## src/rtl/instruction_encode_stream_if.sv

```systemverilog
// Handshake bundle for instruction_encode_stream.
// master: bundle producer and word sink. slave: the encoder.
interface instruction_encode_stream_if;
    logic        in_valid;
    logic        in_ready;
    logic [2:0]  in_opcode;
    logic [2:0]  in_rd;
    logic [2:0]  in_rs1;
    logic [2:0]  in_rs2;
    logic [3:0]  in_func;
    logic [8:0]  in_offset;
    logic        in_jmp;
    logic [15:0] in_imm;
    logic        out_valid;
    logic        out_ready;
    logic [15:0] out_word;
    logic        out_last;

    modport master (
        output in_valid, in_opcode, in_rd, in_rs1, in_rs2, in_func,
               in_offset, in_jmp, in_imm, out_ready,
        input  in_ready, out_valid, out_word, out_last
    );

    modport slave (
        input  in_valid, in_opcode, in_rd, in_rs1, in_rs2, in_func,
               in_offset, in_jmp, in_imm, out_ready,
        output in_ready, out_valid, out_word, out_last
    );
endinterface

```

## src/rtl/instruction_encode_stream.sv

```systemverilog
// instruction_encode_stream: packs decoder field bundles into 16-bit
// instruction words and streams them out. I_TYPE/M_TYPE emit a second
// word carrying the immediate. Intake halts once SYS_END is emitted.
// Optional macro INSTR_ENC_CHECK_EN: inconsistent J_TYPE bundles and
// undefined opcodes are accepted but dropped, with a one-cycle err pulse.
module instruction_encode_stream #(
    parameter int unsigned CNT_W = 16
) (
    input  logic                     clock,
    input  logic                     reset,
    instruction_encode_stream_if.slave bus,
    output logic [CNT_W-1:0]         words_out,
    output logic                     halted,
    output logic                     err
);

    typedef enum logic [2:0] {
        R_TYPE  = 3'd0,
        I_TYPE  = 3'd1,
        B_TYPE  = 3'd2,
        J_TYPE  = 3'd3,
        M_TYPE  = 3'd4,
        SYS_END = 3'd5
    } opcode_t;

    typedef enum logic [1:0] {
        IDLE,
        W0,
        W1
    } state_t;

    state_t      state_q, state_d;
    logic [15:0] word_q, word_d;
    logic [15:0] imm_q, imm_d;
    logic        last_q, last_d;
    logic        sys_q, sys_d;
    logic        halted_d;

    opcode_t     op;
    logic [15:0] enc_word;
    logic        double_word;
    logic        handshake;
    logic        accept;
    logic        reject;

    assign op            = opcode_t'(bus.in_opcode);
    assign bus.out_valid = (state_q != IDLE);
    assign bus.out_word  = word_q;
    assign bus.out_last  = last_q;
    assign handshake     = bus.out_valid & bus.out_ready;
    // The SYS_END word's own handshake must not open intake for a new bundle.
    assign bus.in_ready  = !halted & ((state_q == IDLE) | (handshake & last_q & !sys_q));
    assign accept        = bus.in_valid & bus.in_ready;

`ifdef INSTR_ENC_CHECK_EN
    assign reject = (bus.in_opcode > SYS_END) |
                    ((op == J_TYPE) & (bus.in_jmp != bus.in_offset[2]));
`else
    assign reject = 1'b0;
`endif

    // Field packing of the incoming bundle into word0.
    always_comb begin
        enc_word    = '0;
        double_word = 1'b0;
        case (op)
            R_TYPE:  enc_word = {bus.in_func, bus.in_rd, bus.in_rs2, bus.in_rs1, bus.in_opcode};
            I_TYPE: begin
                enc_word    = {bus.in_func, bus.in_rd, 3'b000, bus.in_rs1, bus.in_opcode};
                double_word = 1'b1;
            end
            B_TYPE:  enc_word = {bus.in_func[2:0], bus.in_offset[3:0], bus.in_rs2, bus.in_rs1, bus.in_opcode};
            J_TYPE:  enc_word = {bus.in_offset[8:5], bus.in_rd, bus.in_offset[4:3], bus.in_jmp,
                                 bus.in_offset[1:0], 1'b0, bus.in_opcode};
            M_TYPE: begin
                enc_word    = {bus.in_func, bus.in_rd, bus.in_rs2, bus.in_rs1, bus.in_opcode};
                double_word = 1'b1;
            end
            default: enc_word = {13'b0, bus.in_opcode};
        endcase
    end

    // Next-state: retire/advance on output handshake, then load on accept.
    always_comb begin
        state_d  = state_q;
        word_d   = word_q;
        imm_d    = imm_q;
        last_d   = last_q;
        sys_d    = sys_q;
        halted_d = halted;
        if (handshake) begin
            if (last_q) begin
                state_d = IDLE;
                if (sys_q) begin
                    halted_d = 1'b1;
                end
            end else begin
                state_d = W1;
                word_d  = imm_q;
                last_d  = 1'b1;
            end
        end
        if (accept) begin
            if (reject) begin
                state_d = IDLE;
            end else begin
                state_d = W0;
                word_d  = enc_word;
                last_d  = !double_word;
                imm_d   = bus.in_imm;
                sys_d   = (op == SYS_END);
            end
        end
    end

    // State, output word registers and word counter.
    always_ff @(posedge clock) begin
        if (reset) begin
            state_q   <= IDLE;
            word_q    <= '0;
            imm_q     <= '0;
            last_q    <= 1'b0;
            sys_q     <= 1'b0;
            halted    <= 1'b0;
            err       <= 1'b0;
            words_out <= '0;
        end else begin
            state_q <= state_d;
            word_q  <= word_d;
            imm_q   <= imm_d;
            last_q  <= last_d;
            sys_q   <= sys_d;
            halted  <= halted_d;
            err     <= accept & reject;
            if (handshake) begin
                words_out <= words_out + CNT_W'(1);
            end
        end
    end

endmodule

```

## src/flat_wrapper.sv

```systemverilog
// flat-port wrapper written by rule: the top's interface ports become plain ports
module instruction_encode_stream_flat 
#(
    parameter int unsigned CNT_W = 16
)
  (clock, reset, words_out, halted, err, bus_in_valid, bus_in_opcode, bus_in_rd, bus_in_rs1, bus_in_rs2, bus_in_func, bus_in_offset, bus_in_jmp, bus_in_imm, bus_out_ready, bus_in_ready, bus_out_valid, bus_out_word, bus_out_last);
  instruction_encode_stream_if bus_i ();
  input  logic clock;
  input  logic reset;
  output logic [CNT_W-1:0] words_out;
  output logic halted;
  output logic err;
  input wire logic [$bits(bus_i.in_valid)-1:0] bus_in_valid;
  input wire logic [$bits(bus_i.in_opcode)-1:0] bus_in_opcode;
  input wire logic [$bits(bus_i.in_rd)-1:0] bus_in_rd;
  input wire logic [$bits(bus_i.in_rs1)-1:0] bus_in_rs1;
  input wire logic [$bits(bus_i.in_rs2)-1:0] bus_in_rs2;
  input wire logic [$bits(bus_i.in_func)-1:0] bus_in_func;
  input wire logic [$bits(bus_i.in_offset)-1:0] bus_in_offset;
  input wire logic [$bits(bus_i.in_jmp)-1:0] bus_in_jmp;
  input wire logic [$bits(bus_i.in_imm)-1:0] bus_in_imm;
  input wire logic [$bits(bus_i.out_ready)-1:0] bus_out_ready;
  output wire logic [$bits(bus_i.in_ready)-1:0] bus_in_ready;
  output wire logic [$bits(bus_i.out_valid)-1:0] bus_out_valid;
  output wire logic [$bits(bus_i.out_word)-1:0] bus_out_word;
  output wire logic [$bits(bus_i.out_last)-1:0] bus_out_last;
  assign bus_i.in_valid = bus_in_valid;
  assign bus_i.in_opcode = bus_in_opcode;
  assign bus_i.in_rd = bus_in_rd;
  assign bus_i.in_rs1 = bus_in_rs1;
  assign bus_i.in_rs2 = bus_in_rs2;
  assign bus_i.in_func = bus_in_func;
  assign bus_i.in_offset = bus_in_offset;
  assign bus_i.in_jmp = bus_in_jmp;
  assign bus_i.in_imm = bus_in_imm;
  assign bus_i.out_ready = bus_out_ready;
  assign bus_in_ready = bus_i.in_ready;
  assign bus_out_valid = bus_i.out_valid;
  assign bus_out_word = bus_i.out_word;
  assign bus_out_last = bus_i.out_last;
  instruction_encode_stream #(.CNT_W(CNT_W)) u_core (.clock(clock), .reset(reset), .bus(bus_i), .words_out(words_out), .halted(halted), .err(err));
endmodule
```

## config.mk

```make
export PLATFORM = sky130hd
export DESIGN_NAME = instruction_encode_stream_flat
export DESIGN_NICKNAME = d
export VERILOG_FILES = /design/src/rtl/instruction_encode_stream_if.sv /design/src/rtl/instruction_encode_stream.sv /design/src/flat_wrapper.sv
export SDC_FILE = /design/constraint.sdc
export NUM_CORES = 1
export LEC_CHECK = 0
export ABC_AREA = 0
export CORE_ASPECT_RATIO = 0.6
export CORE_MARGIN = 2
export CORE_UTILIZATION = 33
export CTS_CLUSTER_DIAMETER = 200
export DETAILED_ROUTE_END_ITERATION = 8
export SLEW_MARGIN = 40
export SYNTH_ARGS = -nofsm -noshare
export SYNTH_HDL_FRONTEND = slang
export SYNTH_SLANG_ARGS = --single-unit
```

## constraint.sdc

```tcl
create_clock -name clock -period 1.4 [get_ports clock]
set_input_delay 0.28 -clock clock [delete_from_list [all_inputs] [get_ports clock]]
set_output_delay 0.28 -clock clock [all_outputs]
set_load 0.01 [all_outputs]
```

# Word level (Yosys, flattened, before mapping)
# Cells that the tools add are included.
word_totals:
  ff_bits: 53
  in_bits: 46
  out_inout_bits: 37
  elab_cells: 43
classes:
  n_addsub: 1
  n_eq_ne: 6
  mux: 10
  n_bitwise: 6
  reduce_logical: 12
op_table:
  columns: ["cell", "n"]
  rows:
  - ["$pmux 16 s4", 1]
  - ["$mux 16", 3]
  - ["$add 16x1->16 const B", 1]
  - ["$eq 3x2->1 const B", 2]
  - ["$eq 3x3->1 const B", 2]
  - ["$reduce_or 2->1", 3]
  - ["$and 1x1->1", 5]
  - ["$mux 1", 5]
  - ["$reduce_bool 2->1", 2]
  - ["$eq 3x1->1 const B", 1]
  - ["$logic_not 1->1", 3]
  - ["$logic_not 3->1", 1]
  - ["$reduce_and 3->1", 1]
  - ["$logic_not 2->1", 1]
  - ["$mux 2", 1]
  - ["$ne 2x2->1 const B", 1]
  - ["$reduce_and 2->1", 1]
  - ["$or 1x1->1", 1]

# Longest topological paths before layout
depth:
  ltp_word: 9
  mapped_depth: 7

# Worst setup path after synthesis
# Ideal clock, no wire load.
synth_timing:
  path_kind: "reg-to-reg"
  startpoint: "reg u_core.words_out[0]"
  endpoint: "reg u_core.words_out[12]"
  t_arrival_ns: 1.425
  t_required_ns: 1.275
  slack_ns: -0.151
  path_stages_with_launch: 7
  path_buffers: 0
  period_less_slack_ns: 1.551
  cell_sequence: "dfxtp_1 > ha_1 > o211ai_1 > nor4_1 > nand2_1 > xnor2_1 > nor2b_1"
synth_via:
  elab_chain_len: 1
synth_rtl:
  columns: ["element", "line", "source"]
  rows:
  - ["start: declaration", "instruction_encode_stream.sv:12", "output logic [CNT_W-1:0] words_out,"]
  - ["start signal: assignment", "instruction_encode_stream.sv:136", "words_out <= words_out + CNT_W'(1);"]
  - ["$add 16x1->16", "instruction_encode_stream.sv:136", null]
# No other way between the ends.
# A chain may end at the register's enable or synchronous reset.

# Worst setup path in the final report
layout_timing:
  startpoint: "reg u_core.sys_q"
  endpoint: "reg u_core.word_q[10], in the netlist u_core.bus.out_word[10]"
layout_via:
  elab_chain_len: 7
  word_cells_on_any_way: 9
  cone_classes: "eq/ne (1); mux (1); bitwise (4); reduce/logical (3)"
layout_rtl:
  columns: ["element", "line", "source"]
  rows:
  - ["start: declaration", "instruction_encode_stream.sv:36", "logic sys_q, sys_d;"]
  - ["start signal: assignment", "instruction_encode_stream.sv:132", "sys_q <= sys_d;"]
  - ["$logic_not 1->1 (*)", "instruction_encode_stream.sv:52", "assign bus.in_ready = !halted & ((state_q == IDLE) | (handshake & last_q & !sys_q));"]
  - ["$and 1x1->1 (*)", "instruction_encode_stream.sv:52", null]
  - ["$or 1x1->1 (*)", "instruction_encode_stream.sv:52", null]
  - ["$and 1x1->1 (*)", "instruction_encode_stream.sv:52", null]
  - ["$and 1x1->1 (*)", "instruction_encode_stream.sv:53", "assign accept = bus.in_valid & bus.in_ready;"]
  - ["$ne 2x2->1 (no source line) / $reduce_bool 2->1 (equally long branches)", null, null]
  - ["$reduce_and 2->1 (no source line)", null, null]
  - ["end signal: assignment", "instruction_encode_stream.sv:129", "word_q <= word_d;"]
  - ["end: declaration", "instruction_encode_stream.sv:33", "logic [15:0] word_q, word_d;"]
# Every way passes the cells marked *; elsewhere a longest branch is shown, timed or not.

==> flow_metrics.py <==
metrics = {
    "run_status": {
        "status": "complete, but fails checks",
        "violations": "setup timing",
    },
    "placement": {
        "port_buffers": 81,
        "place_ws_ns": -0.545,
        "dp_hpwl_mm": 5.35,
        "dpl_cell_area_sq_um": 3770,
        "dp_cells": 520,
        "gp_congestion": 0.846,
    },
    "power_and_ir_drop": {
        "p_leak_nw": 1.98,
        "vdd_drop_max_mv": 0.517,
        "total_power_mw": 3.99,
        "p_per_area_nw_per_um2": 871,
    },
    "clock_network": {
        "h-tree-depth": 2,
        "cts_buffers": 5,
        "clockBufferDepth": 2,
        "worstSkewPairLatency_ns": 0.29,
        "cts_tree": "done",
        "clkTransAtPathRegs_ns": 0.07,
        "root_buffer": "clkbuf_16",
        "postCtsHoldBufs": 0,
        "cts.sink_count": 53,
    },
    "sta": {
        "slew_viol_final": 0,
        "fin_crit_ns": 1.53,
        "rsz0062_at_grt": "yes",
        "setup_slack_ns": -0.127,
        "clock_skew_ns": 0.00499,
        "hold_viol": 0,
        "min_period_over_period_pct": 109,
        "setup_viol": 34,
        "fmax_mhz": 655,
    },
    "logic_synthesis": {
        "ys_seq_elements": 53,
        "synth_area_leaders": "dfxtp_1, nand2_1, a21oi_1",
        "ys_seq_area_share_pct": 43.3,
        "syn_inst": 300,
        "synth_edf_count": 0,
        "synthArstFlopShare_pct": 0,
        "yosysTopAreaCell": "dfxtp_1",
        "synth_top_area_share_pct": 43.3,
        "syn_nets": 347,
        "yosysUniqueCellTypes": 44,
        "synth_commonest_cells": "dfxtp_1, nand2_1, a21oi_1, nor2_1, nor2b_1",
        "synthFlopType": "dfxtp_1",
        "synth_most_common_cell": "dfxtp_1",
        "synth-warning-count": 0,
        "postSynthAreaPerCell_sq_um": 8.17,
        "netlist_area_sq_um": 2450,
    },
    "finish": {
        "final_area_sq_um": 4590,
        "fillerInstances": 606,
        "area_delta_synth_final_pct": 87.2,
        "multi_input_area_sq_um": 1710,
        "final_util_pct": 63.4,
        "fin_cells": 548,
        "nets": 490,
        "antenna_cells": 0,
        "seq_area_sq_um": 1080,
        "drive_above_1_share_pct": 41.0,
    },
    "floorplan": {
        "coreArea_sq_um": 7240,
        "rows": 24,
        "initial_core_util_pct": 33.9,
        "die_h_um": 70.7,
        "die_w_um": 115,
        "ioPinCount": 83,
        "die_area_sq_um": 8150,
    },
    "setup_path": {
        "r2r_cells": 6,
        "worstReg2RegStart": "u_core.sys_q",
        "crit_path_end_kind": "register",
        "worst_ep_arrival_time_ns": 1.73,
        "cp-endpoint": "u_core.bus.out_word[10]",
        "criticalPathCategory": "register to register",
        "crit_required_ns": 1.60,
        "cp_slowest_cell": "dfxtp_2",
        "critPathLaunch": "u_core.sys_q",
        "r2r_slack_ns": -0.13,
        "crit_fanout": 6,
        "slowest_delay_ns": 0.32,
        "cp_cell_sequence": "nand3b_1 -> a21bo_4 -> nor2_4 -> buf_6 -> nand2_4 -> a311oi_2",
        "rr_endpoint": "u_core.bus.out_word[10]",
        "start_kind": "register",
    },
    "routing": {
        "drc": 0,
        "num_vias": 2677,
        "vias_per_cell": 4.89,
        "drtIter0Drc": 152,
        "route.detailed.wl_per_inst_um": 15.1,
        "firstDrtPassIters": 4,
        "ant_nets": 0,
        "wirelength_mm": 8.29,
    },
    "global_routing": {
        "grt_overflow_total": 0,
        "track_usage_pct": 19.7,
        "antenna_found_initial": 0,
        "grt_pass1_vias": 2668,
        "grt_pass1_wl_mm": 12.8,
        "grt_max_degree": 54,
    },
    "worst_hold_path": {
        "whs_path_depth": 3,
        "hold_path_class": "input port to register",
        "min_from": "reset",
    },
    "run": {
        "cap_violations": 0,
    },
}
[power by group]
group	switching, mW	total [mW]	internal [mW]
Clock	0.550	1.21	0.664
Sequential	0.0596	1.66	1.60
Combinational	0.519	1.12	0.602
Total	1.13	3.99	2.87
[worst max-delay path, delay by kind of cell (launching register included)]
family / cells / cell delay [ns]
AO/OA/AOI/OAI: 2 / 0.52
buffers and inverters: 1 / 0.17
flip-flops: 1 / 0.32
AND/OR/NAND/NOR: 3 / 0.43
[cell usage in the layout (no fill, tap or decap), types with 4 or more instances in the layout]
| master | Yosys | final |
|---|---|---|
| mux2i_1 | 5 | 5 |
| clkbuf_16 | 0 | 6 |
| buf_4 | 3 | 57 |
| nand2_2 | 0 | 15 |
| nand3b_1 | 4 | 4 |
| a211oi_2 | 0 | 7 |
| a22o_1 | 5 | 5 |
| a21oi_1 | 33 | 23 |
| dfxtp_2 | 0 | 10 |
| nor2_2 | 1 | 5 |
| buf_6 | 0 | 8 |
| xnor2_1 | 7 | 5 |
| nor2_1 | 33 | 26 |
| nor2b_1 | 13 | 11 |
| nand3_1 | 5 | 4 |
| o21ai_2 | 0 | 5 |
| buf_12 | 0 | 7 |
| nand2_4 | 0 | 9 |
| dfxtp_1 | 53 | 41 |
| nand2_1 | 52 | 27 |
| clkdlybuf4s50_1 | 0 | 39 |
| xor2_1 | 8 | 8 |
| dlygate4sd2_1 | 0 | 38 |
| a311oi_2 | 0 | 5 |
| a21oi_2 | 0 | 10 |
[timing repair]
item	in CTS	in global routing
buffers inserted	10	9
pin swaps	28	32
resized for setup	114	73
endpoints found under the setup margin	80	50
cloned	3	2
[logic make-up (layout without fill, tap and decap cells)]
family,count (synthesis),count (layout),synth area share (%)
and+or+nand+nor,127,127,24.5
muxes,5,5,2.04
buffers and inverters,23,167,4.39
other,1,1,0.153
xor gates and xnor gates,15,15,5.36
AOI/OAI and AO/OA,75,75,19.8
DFF,53,53,43.3
adders and majority gates,1,1,0.511
[layout make-up]
cell class                      count  area share (%)
Clock inverter                      2           0.327
Tap cell                          104            2.84
Multi-Input combinational cell    224            37.3
Inverter                            2           0.164
Sequential cell                    53            23.6
Timing Repair Buffer              157            33.0
Clock buffer                        6            2.81
[metrics by stage]
stage / hold slack, ns / setup TNS (ns)
2_1_floorplan: 0.416 / 0
3_3_place_gp: 0.442 / -20.62
3_5_place_dp: 0.446 / -21.95
4_1_cts: 0.442 / -1.24
5_1_grt: 0.458 / -3.58
6_report: 0.436 / -1.53
[worst min path at each step]
stage,end,slack [ns]
6_report,u_core.words_out[10],0.44
5_1_grt,u_core.words_out[10],0.46
4_1_cts,u_core.words_out[6],0.44
3_5_place_dp,u_core.imm_q[13],0.45
3_3_place_gp,u_core.imm_q[15],0.44
2_1_floorplan,u_core.imm_q[0],0.42
[state kept, by name, summed over array words and instances, names as in the netlist]
name                 count
u_core.bus.out_last      1
u_core.bus.out_word     16
u_core.halted            1
u_core.imm_q            16
u_core.state_q           2
u_core.sys_q             1
u_core.words_out        16
[layer usage]
layer  vias up  global-route usage [%]  part of all wire (%)
met5         -                       0                     0
met4         0                    4.69                   1.0
met3         9                    3.60                   3.9
met2        62                    30.1                    45
met1      1279                    28.9                    50
li1       1327                       -                     -
Note: power is estimated with default switching activity, not from simulation.
